<file path="config.mk">
export PLATFORM = sky130hd
export DESIGN_NAME = layer2_argmax
export DESIGN_NICKNAME = d
export VERILOG_FILES = /design/src/rtl/layer2_argmax_pkg.sv /design/src/rtl/layer2_argmax_argmax_unit.sv /design/src/rtl/layer2_argmax.sv
export SDC_FILE = /design/constraint.sdc
export NUM_CORES = 1
export LEC_CHECK = 0
export BUFFER_PORTS_ARGS = -buffer_cell sky130_fd_sc_hd__clkbuf_2
export CORE_ASPECT_RATIO = 1.4
export CORE_MARGIN = 4
export CORE_UTILIZATION = 59
export DETAILED_ROUTE_END_ITERATION = 16
export GPL_TIMING_DRIVEN = 0
export PLACE_DENSITY = 0.77
export SLEW_MARGIN = 20
export SYNTH_ARGS = -nofsm -noshare
export SYNTH_HDL_FRONTEND = slang
export SYNTH_SLANG_ARGS = --single-unit
</file>
<file path="constraint.sdc">
create_clock -name clk -period 2.9 [get_ports clk]
set_clock_uncertainty 0.05 [all_clocks]
set_input_delay 0.435 -clock clk [delete_from_list [all_inputs] [get_ports clk]]
set_output_delay 0.435 -clock clk [all_outputs]
set_load 0.01 [all_outputs]
</file>
<file path="src/rtl/layer2_argmax_pkg.sv">
// rtl/layer2_argmax_pkg.sv - shared BNN output-stage parameters, state encoding and MAC term helper
package layer2_argmax_pkg;
  localparam int N_IN  = 48;
  localparam int N_OUT = 10;
  localparam int ACC_W = 8;
  localparam int W_W   = 2;
  localparam int B_W   = 4;
  localparam int D_W   = 2;
  localparam int IDX_W = 6;
  localparam int CLS_W = 4;
  localparam int WA_W  = 9;

  typedef enum logic [1:0] {
    IDLE    = 2'd0,
    MAC     = 2'd1,
    CMP     = 2'd2,
    DONE_ST = 2'd3
  } state_e;

  // Both operands are widened before the multiply so -2 * -2 style products keep their sign.
  function automatic logic signed [ACC_W-1:0] mac_term(input logic signed [W_W-1:0] w,
                                                       input logic signed [D_W-1:0] d);
    logic signed [ACC_W-1:0] w_ext;
    logic signed [ACC_W-1:0] d_ext;
    w_ext = ACC_W'(w);
    d_ext = ACC_W'(d);
    return w_ext * d_ext;
  endfunction
endpackage

</file>
<file path="src/rtl/layer2_argmax_argmax_unit.sv">
// rtl/layer2_argmax_argmax_unit.sv - running best-score tracker; strictly-greater wins so ties keep the lower class
module argmax_unit
  import layer2_argmax_pkg::*;
(
  input  logic                    clk,
  input  logic                    rst,
  input  logic signed [ACC_W-1:0] score_i,
  input  logic [CLS_W-1:0]        cls_i,
  input  logic                    valid_i,
  input  logic                    first_i,
  output logic signed [ACC_W-1:0] best_o,
  output logic [CLS_W-1:0]        best_cls_o
);
  logic signed [ACC_W-1:0] best_q;
  logic signed [ACC_W-1:0] best_d;
  logic [CLS_W-1:0]        best_cls_q;
  logic [CLS_W-1:0]        best_cls_d;
  logic                    take;

  always_comb begin
    take       = valid_i && (first_i || (score_i > best_q));
    best_d     = take ? score_i : best_q;
    best_cls_d = take ? cls_i : best_cls_q;
  end

  always_ff @(posedge clk or posedge rst) begin
    if (rst) begin
      best_q     <= '0;
      best_cls_q <= '0;
    end else begin
      best_q     <= best_d;
      best_cls_q <= best_cls_d;
    end
  end

  // Post-compare view so the caller can latch a result that includes the compare in flight.
  assign best_o     = best_d;
  assign best_cls_o = best_cls_d;
endmodule

</file>
<file path="src/rtl/layer2_argmax.sv">
// rtl/layer2_argmax.sv - BNN output layer: per-class bias + weight*input MAC over 48 hidden outputs, running argmax
module layer2_argmax
  import layer2_argmax_pkg::*;
#(
  parameter logic [N_IN*N_OUT*W_W-1:0] W2_ROM = '0,
  parameter logic [N_OUT*B_W-1:0]      B2_ROM = '0
) (
  input  logic             clk,
  input  logic             rst,
  input  logic             start,
  output logic [5:0]       l1_addr,
  input  logic [1:0]       l1_data,
  output logic             busy,
  output logic             done,
  output logic [3:0]       class_out,
  output logic [ACC_W-1:0] max_score
);
  logic signed [W_W-1:0] w2_rom [N_IN*N_OUT];
  logic signed [B_W-1:0] b2_rom [N_OUT];

  for (genvar i = 0; i < N_IN*N_OUT; i++) begin : g_w2
    assign w2_rom[i] = W2_ROM[i*W_W +: W_W];
  end
  for (genvar c = 0; c < N_OUT; c++) begin : g_b2
    assign b2_rom[c] = B2_ROM[c*B_W +: B_W];
  end

  state_e                  state_q;
  state_e                  state_d;
  logic signed [ACC_W-1:0] acc_q;
  logic signed [ACC_W-1:0] acc_d;
  logic [IDX_W-1:0]        idx_q;
  logic [IDX_W-1:0]        idx_d;
  logic [CLS_W-1:0]        cls_q;
  logic [CLS_W-1:0]        cls_d;
  logic [CLS_W-1:0]        class_q;
  logic [CLS_W-1:0]        class_d;
  logic signed [ACC_W-1:0] score_q;
  logic signed [ACC_W-1:0] score_d;

  logic [WA_W-1:0]         w_addr;
  logic [CLS_W-1:0]        cls_next;
  logic                    cmp_valid;
  logic                    cmp_first;
  logic signed [ACC_W-1:0] best_next;
  logic [CLS_W-1:0]        best_cls_next;

  assign w_addr   = WA_W'(cls_q) * WA_W'(N_IN) + WA_W'(idx_q);
  assign cls_next = cls_q + 1'b1;

  argmax_unit u_argmax (
    .clk        (clk),
    .rst        (rst),
    .score_i    (acc_q),
    .cls_i      (cls_q),
    .valid_i    (cmp_valid),
    .first_i    (cmp_first),
    .best_o     (best_next),
    .best_cls_o (best_cls_next)
  );

  always_comb begin
    state_d   = state_q;
    acc_d     = acc_q;
    idx_d     = idx_q;
    cls_d     = cls_q;
    class_d   = class_q;
    score_d   = score_q;
    cmp_valid = 1'b0;
    cmp_first = (cls_q == '0);
    case (state_q)
      IDLE: begin
        if (start) begin
          acc_d   = ACC_W'(b2_rom[0]);
          cls_d   = '0;
          idx_d   = '0;
          state_d = MAC;
        end
      end
      MAC: begin
        acc_d = acc_q + mac_term(w2_rom[w_addr], l1_data);
        if (idx_q == IDX_W'(N_IN-1)) begin
          idx_d   = '0;
          state_d = CMP;
        end else begin
          idx_d = idx_q + 1'b1;
        end
      end
      CMP: begin
        cmp_valid = 1'b1;
        if (cls_q != CLS_W'(N_OUT-1)) begin
          // Next class is seeded here so its first MAC follows without a bubble.
          cls_d   = cls_next;
          idx_d   = '0;
          acc_d   = ACC_W'(b2_rom[cls_next]);
          state_d = MAC;
        end else begin
          class_d = best_cls_next;
          score_d = best_next;
          state_d = DONE_ST;
        end
      end
      DONE_ST: begin
        if (!start) state_d = IDLE;
      end
      default: state_d = IDLE;
    endcase
  end

  always_ff @(posedge clk or posedge rst) begin
    if (rst) begin
      state_q <= IDLE;
      acc_q   <= '0;
      idx_q   <= '0;
      cls_q   <= '0;
      class_q <= '0;
      score_q <= '0;
    end else begin
      state_q <= state_d;
      acc_q   <= acc_d;
      idx_q   <= idx_d;
      cls_q   <= cls_d;
      class_q <= class_d;
      score_q <= score_d;
    end
  end

  assign l1_addr   = (state_q == MAC) ? idx_q : '0;
  assign busy      = (state_q == MAC) || (state_q == CMP);
  assign done      = (state_q == DONE_ST);
  assign class_out = class_q;
  assign max_score = score_q;
endmodule

</file>
==> results.md <==
* Final hold viol count at 0
* Main area contributors after synthesis: dfrtp_1, ha_1, nand2_1, a221o_1, mux2_4
* Die area at 0.00577 mm^2
* GRT Util Overall at 21.3%
* Biggest area consumer among synthesized cells: dfrtp_1
* CORE AREA at about 0.0043 mm^2
* Fin worst setup slack at 0.234 ns
* GP Congestion at 0.846
* Comb power frac at 20.9%
* ANT nets after route at 0
* Place WS at 0.147 ns
* Cts repair resizes at 0
* Antenna fix cells at 0
* Rel. slew slack at 50.3%
* Yosys top cell area share at 40.5%
* Reg-to-reg endpoint: acc_q[7]$_DFFE_PP0P_
* Gr ovfl total at 0
* RSZ-0062 raised after global routing: false
* Req. time, crit path at 3.06 ns
* Max-Cap Viols at 0
* DR pass1 iterations at 4
* Top cells by count, synth: dfrtp_1, ha_1, nand2_1
* Post-CTS Hold Buffers at 0
* P_sw at 0.000429 W
* Share of cells above drive strength 1 at 16.6%
* Status: completed
* Worst slew pin tran at 0.727 ns
* Final-report max-slew violation count at 0
* Pwr dens at 502 mW/mm^2
* Total Neg Setup Slack at 0 ns
* Drt wl/cell at roughly 15 um
* Post-synth cell types at 42
* PortBufs at 23
* # nets final at approximately 340
* Via count at approximately 2.1k
* Final setup fails at 0
* DRC Markers at 0
* Crit path launch type: register
* Crit Path Max Fanout at 5
* Via density at between 5 and 6
* CTS tree: yes
* Most common cell in the synthesized netlist: dfrtp_1
* DPL Wire Length at 4010 um
* Critical path type: register to register
* Arrival time worst endpoint at 2.83 ns
* Maximum VDD drop at 322 uV
* Initial Utilization at between 60 and 70%
* Avg Cell Area, Syn at 10.1 um^2
* CTS buffer count at 5
* Final period util at 91.9%
* Longest Clk Path Bufs at 2
* Top_reg_cell synth: dfrtp_1
* I/O pins at 25
* Yosys warns at 0
* Vias in the first global route at ~2.2k
* Sequential fraction of the synthesis area at 40.5%
* Synthesis-stage register bit count at 44
* Clk network pwr share at between 30 and 40%
* Fill cell count at between 300 and 400
* Largest net degree at the start of global routing at 25
* Sequential Power Share at 45.4%
* Min Tclk post-route at 2.67 ns
* Synthesized area at 0.00272 mm^2
* Cells after synthesis at ~270
* R2R cell count at 9
* Internal power at 0.00110 W
* Area Growth Syn to Fin at 12.4%
* Hold Crit Class: primary input to asynchronous set/reset pin
* Die Span Y at between 80 and 90 um
* Leak at 1.58 nW
* Peak Freq at 375 MHz
* Switching share of power at 28.0%
* DR iter-0 viols at 105
* FP Rows at 28
* WL final at 5450 um
* Postcts setup bufs at 0
* DIE WIDTH at around 65 um
* Post-Syn Nets at 304
* Sink Count at 44
* Crit. End Element: register
* Async S/R FF share, synth at 100%
* R2R Setup Slk at 0.23 ns
* Post-synth EDFFs at 0
* Clk root buf: clkbuf_8
* FF-to-FF Start: acc_q[3]$_DFFE_PP0P_
* Clk_lat worst skew at 0.29 ns
* Global-route wire length before repair at 9610 um
* Worst-path clk slew at 0.08 ns
* Initial antenna violation count at 0
* H-tree depth at 2
## per-stage QoR
stage / utilization (%) / hold slack (ns) / cells / total power [W] / area (um^2)
2_1_floorplan: - / 0.409 / 269 / 0.000944 / 2720
3_3_place_gp: 66.9 / 0.431 / 352 / 0.00100 / 2910
3_5_place_dp: 67.4 / 0.404 / 353 / 0.00102 / 2930
4_1_cts: 70.3 / 0.0794 / 361 / 0.00154 / 3050
5_1_grt: 70.3 / 0.101 / 361 / 0.00162 / 3050
6_report: 70.3 / 0.0693 / 361 / 0.00153 / 3050
## how the worst max path moves through the flow
stage	start	to	slack (ns)	cells past startpoint
floorplan	acc_q[7]$_DFFE_PP0P_	u_argmax.best_q[0]$_DFF_PP0_	0.56	8
global placement	l1_data[1]	acc_q[7]$_DFFE_PP0P_	0.18	9
detailed placement	l1_data[1]	acc_q[7]$_DFFE_PP0P_	0.15	9
CTS	state_q[0]$_DFFE_PP0P_	max_score[2]$_DFFE_PP0P_	0.22	9
global route	state_q[0]$_DFFE_PP0P_	max_score[2]$_DFFE_PP0P_	0.03	9
finish	acc_q[3]$_DFFE_PP0P_	acc_q[7]$_DFFE_PP0P_	0.23	9
## worst max-delay path, stage by stage (launching register included)
cell and delay, ns:
dfrtp_1 0.45, inv_1 0.08, ha_1 0.28, inv_1 0.04, ha_1 0.30, a21o_1 0.16
a21o_1 0.20, a2111oi_0 0.69, o31ai_1 0.17, a2bb2oi_1 0.16
## layout make-up
type / count / area (um^2) / area share [%]
buffer: 13 / 71.3 / 2.34
inverter: 17 / 63.8 / 2.09
sequential: 44 / 1100 / 36.1
tap: 60 / 75.1 / 2.46
multi-input combinational: 195 / 1480 / 48.5
timing repair buffer: 24 / 135 / 4.43
clock buffer: 7 / 96.3 / 3.16
clock inverter: 1 / 30.0 / 0.984
## power groups by stage
stage	sequential, W	combinational [W]	clock [W]
floorplan	0.000695	0.000249	0
global placement	0.000703	0.000300	0
detailed placement	0.000706	0.000314	0
CTS	0.000695	0.000324	0.000520
global route	0.000705	0.000369	0.000544
finish	0.000696	0.000321	0.000515
## cells in the final DEF, fill, tap and decap left out, types with 2 or more instances in the layout
master and instances:
nand2b_1 5, nor2_1 11, inv_1 16, and3_1 4, xnor2_1 4, ha_1 30
nor3_1 3, o31ai_1 4, buf_6 3, nand2_1 27, and2_1 11, nor2b_1 2
xor2_1 3, dfrtp_1 44, mux2_4 6, clkbuf_2 23, nand3_1 8, o21ai_0 12
a21oi_1 7, a22o_1 6, or3_1 2, clkbuf_8 7, a21o_1 4, a221o_1 10
a211oi_1 2, clkbuf_1 10, mux2i_1 4, nor4_1 11, mux2_2 4
## state kept, by name, indices dropped and copies added, names as in the netlist
name                 flops
acc_q                    8
class_out                4
cls_q                    4
idx_q                    6
max_score                8
state_q                  2
u_argmax.best_cls_q      4
u_argmax.best_q          8
## logic make-up after synthesis
family | share of synthesized area (%)
adders and majority gates | 13.8
DFF | 40.5
xor gates and xnor gates | 2.26
AOI/OAI and AO/OA | 14.2
and+or+nand+nor | 17.8
buffers and inverters | 4.97
muxes | 6.45
## layer usage
metal | vias up | share of wire (%) | track usage [%]
li1 | 1028 | - | -
met1 | 1022 | 44 | 25.7
met2 | 41 | 51 | 37.5
met3 | 6 | 3.6 | 3.81
met4 | 0 | 1.1 | 8.11
met5 | - | 0 | 0
Note: power is estimated with default switching activity, not from simulation.
